[config.mk]
export PLATFORM = sky130hd
export DESIGN_NAME = layer_sched_flat
export DESIGN_NICKNAME = d
export VERILOG_FILES = /design/src/rtl/nn_pkg.sv /design/src/rtl/layer_sched_if.sv /design/src/rtl/layer_sched_relu_vec.sv /design/src/rtl/layer_sched.sv /design/src/flat_wrapper.sv
export SDC_FILE = /design/constraint.sdc
export NUM_CORES = 1
export LEC_CHECK = 0
export ABC_AREA = 1
export CORE_AREA = 2 2 537 539
export DETAILED_ROUTE_END_ITERATION = 10
export DIE_AREA = 0 0 539 541
export PLACE_DENSITY = 0.3
export SETUP_SLACK_MARGIN = 0.15
export SLEW_MARGIN = 20
export SYNTH_ARGS = -nofsm -noshare
export SYNTH_HDL_FRONTEND = slang
export SYNTH_SLANG_ARGS = --single-unit
[constraint.sdc]
create_clock -name clk -period 2.53 [get_ports clk]
set_clock_uncertainty 0.1 [all_clocks]
set_input_delay 0.253 -clock clk [delete_from_list [all_inputs] [get_ports clk]]
set_output_delay 0.253 -clock clk [all_outputs]
set_load 0.02 [all_outputs]
[src/rtl/nn_pkg.sv]
// Shared definitions for the inference sequencer: default sizes, activation
// vector type and sequencer state encoding.
package nn_pkg;

  localparam int N_DEF      = 40;
  localparam int W_DEF      = 16;
  localparam int LAYERS_DEF = 3;

  typedef logic [W_DEF-1:0][N_DEF-1:0] act_vec_t;

  typedef enum logic [1:0] {
    IDLE  = 2'd0,
    ISSUE = 2'd1,
    WAIT  = 2'd2,
    FIN   = 2'd3
  } sched_state_t;

endpackage

[src/rtl/layer_sched_if.sv]
// Sequencer <-> matrix-multiply engine link. The master launches, the slave
// (engine) completes.
//
// Handshake: eng_start is a one-cycle launch pulse and eng_vals/eng_layer stay
// stable from that pulse until the matching eng_done. eng_done is a one-cycle
// completion pulse with eng_out valid in the same cycle. Only one operation is
// ever outstanding, so there is no ready/backpressure signal.
interface layer_sched_if #(
  parameter int N = 40,
  parameter int W = 16
) ();

  logic                  eng_start;
  logic [1:0]            eng_layer;
  logic [W-1:0][N-1:0]   eng_vals;
  logic                  eng_done;
  logic [W-1:0][N-1:0]   eng_out;

  modport master (
    output eng_start, eng_layer, eng_vals,
    input  eng_done, eng_out
  );

  modport slave (
    input  eng_start, eng_layer, eng_vals,
    output eng_done, eng_out
  );

endinterface

[src/rtl/layer_sched_relu_vec.sv]
// W-lane clamp applied to hidden-layer results. Negative lanes become zero
// when LAYER_SCHED_RELU_EN is defined; otherwise the vector passes through.
module relu_vec #(
  parameter int N = 40,
  parameter int W = 16
) (
  input  logic [W-1:0][N-1:0] vals_i,
  output logic [W-1:0][N-1:0] vals_o
);

`ifdef LAYER_SCHED_RELU_EN
  always_comb begin
    vals_o = vals_i;
    for (int j = 0; j < W; j++) begin
      if (vals_i[j][N-1]) vals_o[j] = '0;
    end
  end
`else
  assign vals_o = vals_i;
`endif

endmodule

[src/rtl/layer_sched.sv]
// Runs one full inference through the shared engine, one operation per layer.
// Optional hidden-layer clamp: define LAYER_SCHED_RELU_EN.
module layer_sched
  import nn_pkg::*;
#(
  parameter int N      = N_DEF,
  parameter int W      = W_DEF,
  parameter int LAYERS = LAYERS_DEF
) (
  input  logic                clk,
  input  logic                rst,
  input  logic                start,
  input  logic [N-1:0]        in_val,
  output logic                busy,
  output logic                done,
  output logic [N-1:0]        out,
  output logic                err,
  layer_sched_if.master       eng,
  output sched_state_t        state_o
);

  localparam logic [1:0] LAST_LAYER = 2'(LAYERS - 1);

  sched_state_t        state_q, state_d;
  logic [W-1:0][N-1:0] act_q, act_d;
  logic [1:0]          layer_q, layer_d;
  logic [N-1:0]        out_q, out_d;
  logic                err_q, err_d;
  logic [W-1:0][N-1:0] hidden_vals;

  relu_vec #(.N(N), .W(W)) u_relu (
    .vals_i (eng.eng_out),
    .vals_o (hidden_vals)
  );

  always_ff @(posedge clk) begin
    if (rst) begin
      state_q <= IDLE;
      act_q   <= '0;
      layer_q <= '0;
      out_q   <= '0;
      err_q   <= 1'b0;
    end else begin
      state_q <= state_d;
      act_q   <= act_d;
      layer_q <= layer_d;
      out_q   <= out_d;
      err_q   <= err_d;
    end
  end

  always_comb begin
    state_d = state_q;
    act_d   = act_q;
    layer_d = layer_q;
    out_d   = out_q;
    err_d   = err_q;
    case (state_q)
      IDLE: begin
        if (start) begin
          act_d    = '0;
          act_d[0] = in_val;
          layer_d  = '0;
          out_d    = '0;
          err_d    = 1'b0;
          state_d  = ISSUE;
        end
      end
      ISSUE: state_d = WAIT;
      WAIT: begin
        if (eng.eng_done) begin
          if (layer_q < LAST_LAYER) begin
            act_d   = hidden_vals;
            layer_d = layer_q + 2'd1;
            state_d = ISSUE;
          end else begin
            out_d   = eng.eng_out[0];
            state_d = FIN;
          end
        end
      end
      FIN:     state_d = IDLE;
      default: state_d = IDLE;
    endcase
    // A completion with nothing outstanding is a protocol error; it wins over
    // the clear from a start accepted in the same cycle.
    if (eng.eng_done && (state_q != WAIT)) err_d = 1'b1;
  end

  always_comb begin
    busy          = (state_q != IDLE);
    done          = (state_q == FIN);
    out           = out_q;
    err           = err_q;
    eng.eng_start = (state_q == ISSUE);
    eng.eng_layer = layer_q;
    eng.eng_vals  = act_q;
    state_o       = state_q;
  end

endmodule
[src/flat_wrapper.sv]
// flat-port wrapper written by rule: the top's interface ports become plain ports
module layer_sched_flat import nn_pkg::*;
#(
  parameter int N      = N_DEF,
  parameter int W      = W_DEF,
  parameter int LAYERS = LAYERS_DEF
)
  (clk, rst, start, in_val, busy, done, out, err, state_o, eng_eng_start, eng_eng_layer, eng_eng_vals, eng_eng_done, eng_eng_out);
  layer_sched_if #(.N(N), .W(W)) eng_i ();
  input  logic clk;
  input  logic rst;
  input  logic start;
  input  logic [N-1:0] in_val;
  output logic busy;
  output logic done;
  output logic [N-1:0] out;
  output logic err;
  output sched_state_t state_o;
  output wire logic [$bits(eng_i.eng_start)-1:0] eng_eng_start;
  output wire logic [$bits(eng_i.eng_layer)-1:0] eng_eng_layer;
  output wire logic [$bits(eng_i.eng_vals)-1:0] eng_eng_vals;
  input wire logic [$bits(eng_i.eng_done)-1:0] eng_eng_done;
  input wire logic [$bits(eng_i.eng_out)-1:0] eng_eng_out;
  assign eng_eng_start = eng_i.eng_start;
  assign eng_eng_layer = eng_i.eng_layer;
  assign eng_eng_vals = eng_i.eng_vals;
  assign eng_i.eng_done = eng_eng_done;
  assign eng_i.eng_out = eng_eng_out;
  layer_sched #(.N(N), .W(W), .LAYERS(LAYERS)) u_core (.clk(clk), .rst(rst), .start(start), .in_val(in_val), .busy(busy), .done(done), .out(out), .err(err), .eng(eng_i), .state_o(state_o));
endmodule
* After elaboration in Yosys (flattened, before gate mapping)
Cells that the tools add are included.
Word-level totals: register bits 685, bits in latches 0, memory bits (writable) 0, bits in read-only memories 0, bits of input ports 684, output and inout port bits 688, word-level logic and storage cells 59, memories kept 0
Operators by class: add/subtract/negate cells 1, multiply operators 0, divide/modulo/power cells 0, order comparisons 1, eq/ne operators 8, shift operators 0, mux-type cells 19, bitwise gates (word level) 0, reduce and logical (&&, ||, !) cells 10
Operators with widths (count):
- 640-bit two-way mux | 3
- 640-bit one-hot mux with 2 select lines | 1
- 40-bit two-way mux | 3
- 40-bit one-hot mux with 2 select lines | 1
- 2-bit two-way mux | 6
- 2-bit inequality test, second input constant | 4
- 2-bit one-hot mux with 4 select lines | 1
- 4-bit AND reduction | 2
- 2-bit nonzero test | 4
- 2-bit == test, second input constant | 2
- 2-bit one-hot mux with 2 select lines | 1
- 2-bit AND reduction | 2
- 1-bit two-way mux | 3
- 2-bit by 1-bit adder with 2-bit output, second input constant | 1
- 2-bit by 1-bit == test with 1-bit output, second input constant | 1
- 2-bit logical NOT | 1
- 2-bit less-than comparator, second input constant | 1
- 2-bit by 1-bit inequality test with 1-bit output, second input constant | 1
- 1-bit logical AND | 1

* Longest topological paths before layout
Gate-level depths: netlist of the first run.
depth after elaboration 4, gate-level depth with buffers 9, depth with buffers taken out 6

* Cells and area by module
Synthesis of the first run repeated with hierarchy kept, for this count alone.
Second synthesis, totals: cells, all modules 6418, area total of the unflattened synthesis 38150.3 µm²
By module, submodules not included:
- layer_sched | instances 1, cells each 5778, area each 33345.7 µm²
- relu_vec | instances 1, cells each 640, area each 4804.6 µm²

* Worst setup path before layout of the first run
OpenSTA, ideal clock, no wires.
kind register to register, start point register u_core.state_q[0] (netlist: u_core.state_o[0]), end point register u_core.act_q (netlist bit u_core.eng.eng_vals[492]), setup time 0.113 ns, arrival time 1.587 ns, data required time 2.317 ns, setup slack 0.730 ns, stages on the path, launching flop included 9, clock period less this slack 1.800 ns, path through dfxtp_1 -> inv_2 -> nand2_1 -> buf_2 -> buf_2 -> buf_1 -> nor2_1 -> nor2_1 -> nor2_1
On the way: word-level cells in the longest chain between the ends 3
RTL lines:
- start: declaration | RTL line layer_sched.sv:24 | sched_state_t state_q, state_d;
- start signal: assignment | RTL line layer_sched.sv:44 | state_q <= state_d;
- 2-bit == test or 2-bit logical NOT (tied branches) | RTL line layer_sched.sv:58 | case (state_q)
- 2-bit by 1-bit inequality test with 1-bit output (no line) (tied with other cells)
- 4-bit AND reduction (no line)
- end signal: assignment | RTL line layer_sched.sv:45 | act_q <= act_d;
- end: declaration | RTL line layer_sched.sv:25 | logic [W-1:0][N-1:0] act_q, act_d;
Parallel ways exist; a longest one is shown, timed or not. A chain may end at the register's enable or synchronous reset.

* Worst setup path in the final report of the first run
start point register u_core.act_q (netlist bit u_core.eng.eng_vals[238]), end point output port eng_eng_vals[238]
RTL lines:
- end: declaration | RTL line flat_wrapper.sv:21 | output wire logic [$bits(eng_i.eng_vals)-1:0] eng_eng_vals;
No word-level cell between the ends.

==> run_results.csv, run 1 <==
group,metric,value,unit
status,status,"finished clean",
setup_path,cpPeakStageDelay,0.75,ns
synth,synth_edf_count,0,
route,num_vias,37700,
synth,async_flop_share,0,%
floorplan,dieArea,292000,um2
synth,synthTopCellsByArea,"dfxtp_1 41%, nor2_1 22%, nand2_1 16%",
route,dr.pass1.iters,5,
floorplan,io_pins,1372,
global_routing,grt_pass1_wl,293,mm
clocking,clockBufferDepth,4,
clocking,numCtsBuffers,104,
synth,yosysWarnings,0,
job,max_cap_viol_count,0,
pwr,ir_worst_vdd,0.000573,V
route,wire_per_inst,18.5,um
setup_path,required,2.18,ns
clocking,cts_tree,"built",
clocking,h-tree-depth,3,
cells_and_area,drive_gt1_share,4.42,%
cells_and_area,layout.nets,8180,
synth,ys_top_cells_by_count,"1970 x nor2_1, 1409 x nand2_1, 1269 x inv_1",
worst_hold_path,min_path_type,"in -> reg",
setup_path,r2r_setup_slack,0.35,ns
pwr,p_int,27.0,mW
placed_design,dpl.hpwl,169,mm
floorplan,rows,197,
setup_path,critPathTopFamily,"buffers and inverters",
floorplan,die_h,541,um
global_routing,grt-ovfl-total,0,
global_routing,first_global_vias,37800,
route,drt.antenna.violating_nets,0,
timing,setup-tns-final,0,ns
synth,synth_top_area_share,41.4,%
placed_design,portBuffers,1371,
setup_path,path_buf_inv,1,
synth,synth_seq_cells,685,
cells_and_area,area_delta_synth_final,79.8,%
setup_path,cp_slowest_cell,"clkdlybuf4s50_1",
timing,fmax,0.436,GHz
floorplan,initial_core_util,11.6,%
setup_path,cp-start-kind,"register",
route,routed_wl,210,mm
pwr,powerDensity,717,nW/um2
pwr,clock_power_share,34.3,%
route,drc,0,
synth,synth_ff_type,"dfxtp_1",
pwr,p_sw,15.7,mW
timing,slew_viol_final,0,
timing,finalHoldViolCount,0,
global_routing,grt_usage,13.9,%
synth,synth_area_leader_cell,"dfxtp_1",
clocking,clkLatencyLatePin,0.81,ns
synth,ys_types,17,
synth,synth_nets,6420,
setup_path,arrival,1.94,ns
setup_path,path_cells,"clkdlybuf4s50_1",
pwr,sw_frac_of_total,36.8,%
timing,slew_headroom,52.0,%
synth,yosysMostFrequentCell,"nor2_1",
floorplan,die_width,539,um
pwr,comb_power_share,34.5,%
clocking,cts_setup_buffers,0,
cells_and_area,fin_util,20.8,%
worst_hold_path,worstHoldStart,"eng_eng_out[567]",
timing,setup_viol,0,
synth,syn_inst,5736,
setup_path,crit_type,"reg -> out",
cells_and_area,nFillCells,32600,
placed_design,gp_congestion,0.843,
clocking,clockRootBuffer,"clkbuf_16",
setup_path,worst_setup_path_end_kind,"output pin",
route,first_iter_violations,1713,
synth,avgSynthCellArea,5.77,um2
setup_path,worstRegToRegCells,7,
timing,fin_crit,2.29,ns
setup_path,crit_fanout,2,
synth,yosysSeqAreaShare,41.4,%
timing,worst_pin_slew,0.717,ns
setup_path,cp.depth,1,
worst_hold_path,hold_end,"u_core.eng.eng_vals[567]",
global_routing,antenna_found_initial,45,
setup_path,crit-reg2reg-launch,"u_core.state_o[1]",
pwr,p_seq_share,31.1,%
floorplan,core,286000,um2
global_routing,grt_max_degree,86,
setup_path,r2r_end,"u_core.eng.eng_vals[441]",
timing,period_share,90.6,%
route,viasPerCell,3.32,
synth,synth_area,33100,um2
worst_hold_path,min_path_cells,5,
clocking,clk_pin_slew,0.06,ns
pwr,cellLeakagePower,28.9,nW
timing,rsz0062_at_grt,"no",
clocking,cts.sink_count,685,
per-layer routing:
layer | up-vias | track usage, % | share of wire [%]
met5 | - | 0 | 0.082
met4 | 26 | 2.73 | 1.8
met3 | 217 | 6.18 | 10
met2 | 1130 | 23.1 | 46
met1 | 16900 | 16.5 | 42
li1 | 19500 | - | -
final cells by class:
class                   count  area (um2)  area share [%]
diodes                     18        45.0          0.0757
clock buffers             159        3080            5.18
clock inverters            24         246           0.414
inverters                1271        4780            8.03
multi-input cells        3468       13200            22.2
flip-flops and latches    685       13700            23.0
well taps                3781        4730            7.95
repair buffers           1966       19700            33.1
worst max-delay path by stage:
stage,from,to,slack [ns]
2_1_floorplan,u_core.state_o[0],u_core.eng.eng_vals[492],0.73
3_3_place_gp,u_core.state_o[1],u_core.eng.eng_vals[20],0.32
3_5_place_dp,eng_eng_done,u_core.eng.eng_vals[178],0.35
4_1_cts,u_core.state_o[1],done,0.13
5_1_grt,u_core.eng.eng_vals[238],eng_eng_vals[238],0.15
6_report,u_core.eng.eng_vals[238],eng_eng_vals[238],0.24
tightest hold or removal path: stages:
cell and delay [ns]:
clkdlybuf4s50_1 0.40, inv_1 0.09, nor2_1 0.05, nor2_1 0.11
nor2_1 0.06
repair_timing:
action | CTS | global route
hold buffers | 445 | 0
hold endpoints to repair | 444 | 0
gates resized for setup | 77 | 4
setup endpoints to repair | 77 | 4
registers in the layout, indices dropped and copies added (netlist names):
name and count:
u_core.state_o 2, u_core.eng.eng_vals 640, u_core.eng.eng_layer 2, u_core.out 40, u_core.err 1
layout by cell type, fill, tap and decap left out, types with 43 or more instances in the layout:
master,instances
nor2_1,1969
nand2_1,1408
clkdlybuf4s50_1,1272
inv_1,1269
dfxtp_1,683
dlygate4sd3_1,445
buf_4,127
clkbuf_16,105
dlygate4sd2_1,75
buf_12,43
power groups by stage:
stage	Clock [mW]	Sequential, mW	Combinational, mW
6_report	14.7	13.3	14.7
5_1_grt	15.7	13.5	16.3
4_1_cts	15.4	13.3	15.1
3_5_place_dp	0	13.5	14.5
3_3_place_gp	0	13.5	14.6
2_1_floorplan	0	15.2	5.28
cells by family (layout without fill, tap and decap cells):
logic type | after synthesis | in the layout | share of synthesized area [%]
flip-flops | 685 | 685 | 41.4
AND/OR/NAND/NOR | 3452 | 3452 | 39.6
AO/OA/AOI/OAI | 16 | 16 | 0.242
other | 0 | 18 | 0
buffers and inverters | 1583 | 3420 | 18.8
stage by stage:
stage          power (mW)  setup slack [ns]  cell area (um2)  hold slack [ns]  instances
2_1_floorplan        20.5             0.730            33100            0.222       5736
3_3_place_gp         28.1             0.316            51800            0.368      10700
3_5_place_dp         28.1             0.352            51800            0.376      10700
4_1_cts              43.9             0.127            59500        0.0000754      11400
5_1_grt              45.6             0.153            59500           0.0414      11400
6_report             42.7             0.238            59500           0.0698      11400
Note: power is estimated with default switching activity, not from simulation.
==> run 2: changes to the inputs <==
- PLACE_DENSITY: 0.3 -> 0.35
==> run_results.csv, run 2 (same netlist as run 1, synthesis figures left out) <==
group,metric,value,unit
timing,fmax,0.437,GHz
setup_path,r2r_end,"u_core.err",
setup_path,cp-start-kind,"register",
pwr,ir_worst_vdd,0.000524,V
global_routing,antenna_found_initial,53,
worst_hold_path,min_path_type,"in -> reg",
pwr,powerDensity,717,nW/um2
floorplan,rows,197,
timing,slew_headroom,57.3,%
global_routing,grt_usage,14.0,%
pwr,sw_frac_of_total,36.7,%
setup_path,required,2.18,ns
cells_and_area,final_area,59600,um2
pwr,clock_power_share,34.3,%
setup_path,arrival,1.94,ns
timing,setup_viol,0,
setup_path,crit_start,"u_core.eng.eng_vals[213]",
clocking,h-tree-depth,3,
cells_and_area,final_cell_mix,"1968 x nor2_1, 1408 x nand2_1, 1269 x inv_1, 1232 x clkdlybuf4s50_1, 684 x dfxtp_1",
clocking,clkLatencyLatePin,0.82,ns
floorplan,io_pins,1372,
timing,finalHoldViolCount,0,
clocking,clk_pin_slew,0.07,ns
floorplan,die_h,541,um
pwr,p_sw,15.7,mW
route,routed_wl,211,mm
setup_path,crit_end,"eng_eng_vals[213]",
pwr,p_int,27.0,mW
floorplan,initial_core_util,11.6,%
setup_path,cp.depth,1,
floorplan,dieArea,292000,um2
timing,setup_ws,0.240,ns
job,max_cap_viol_count,0,
placed_design,gp_congestion,0.857,
setup_path,worst_setup_path_end_kind,"output pin",
cells_and_area,area_delta_synth_final,80.0,%
timing,holdWs,0.0686,ns
timing,slew_viol_final,0,
setup_path,cpPeakStageDelay,0.81,ns
placed_design,place_ws,0.203,ns
clocking,cts_tree,"built",
setup_path,path_buf_inv,1,
pwr,comb_power_share,34.6,%
worst_hold_path,min_path_cells,5,
route,drc,0,
setup_path,critPathTopFamily,"buffers and inverters",
clocking,clockBufferDepth,4,
pwr,p_seq_share,31.1,%
setup_path,crit_type,"reg -> out",
setup_path,r2r_setup_slack,0.28,ns
floorplan,core,286000,um2
route,viasPerCell,3.32,
placed_design,dp.cells,10700,
setup_path,path_cells,"clkdlybuf4s50_1",
cells_and_area,largest_register_ffs,640,
cells_and_area,final_common_cell,"nor2_1",
setup_path,cp_slowest_cell,"clkdlybuf4s50_1",
cells_and_area,fin_util,20.8,%
route,dr.pass1.iters,5,
pwr,p_total,42.7,mW
clocking,clockRootBuffer,"clkbuf_16",
timing,period_share,90.5,%
placed_design,place_area,51800,um2
timing,fin_crit,2.29,ns
route,wire_per_inst,18.6,um
global_routing,grt_pass1_wl,292,mm
cells_and_area,layout.nets,8199,
floorplan,die_width,539,um
route,drt.antenna.violating_nets,0,
setup_path,crit_fanout,2,
route,num_vias,37800,
clocking,cts.sink_count,685,
clocking,numCtsBuffers,105,
global_routing,grt_max_degree,111,
global_routing,grt-ovfl-total,0,
timing,rsz0062_at_grt,"no",
timing,setup-tns-final,0,ns
global_routing,first_global_vias,37400,
route,first_iter_violations,1596,
cells_and_area,layout.cells.non_filler,11400,
cells_and_area,drive_gt1_share,4.64,%
placed_design,dpl.hpwl,172,mm
timing,worst_pin_slew,0.643,ns
pwr,cellLeakagePower,29.2,nW
setup_path,worstRegToRegCells,8,
placed_design,portBuffers,1371,
setup_path,crit-reg2reg-launch,"u_core.state_o[1]",
status,status,"finished clean",
run 2: layout make-up:
type,count,area (um2)
multi-input combinational,3468,13200
fill,32600,227000
sequential,685,13700
timing repair buffer,1984,19700
inverter,1271,4780
tap,3781,4730
clock inverter,29,303
clock buffer,149,3040
antenna,11,27.5
run 2: layer usage:
metal	global-route usage [%]	share of wire (%)
met1	16.2	41
met4	2.47	1.7
met2	23.2	46
met5	0	0.065
met3	6.92	11
run 2: power by group through the flow:
stage	registers, mW	clock network [mW]	logic (mW)
after floorplan	15.2	0	5.28
after global placement	13.5	0	14.6
after detailed placement	13.5	0	14.6
after CTS	13.3	15.4	15.1
after global routing	13.5	15.8	16.4
final	13.3	14.7	14.8
run 2: repair_timing:
action | in CTS | in global routing
gates resized for setup | 117 | 9
hold buffers | 450 | 0
setup endpoints to repair | 116 | 10
endpoints found under the hold margin | 449 | 0
setup buffers | 1 | 0
run 2: worst min-delay path by stage:
stage,from,endpoint
after global routing,eng_eng_out[336],u_core.eng.eng_vals[336]
after detailed placement,u_core.err,u_core.err
after floorplan,rst,u_core.err
final,eng_eng_out[237],u_core.eng.eng_vals[237]
after global placement,u_core.err,u_core.err
after CTS,eng_eng_out[396],u_core.eng.eng_vals[396]
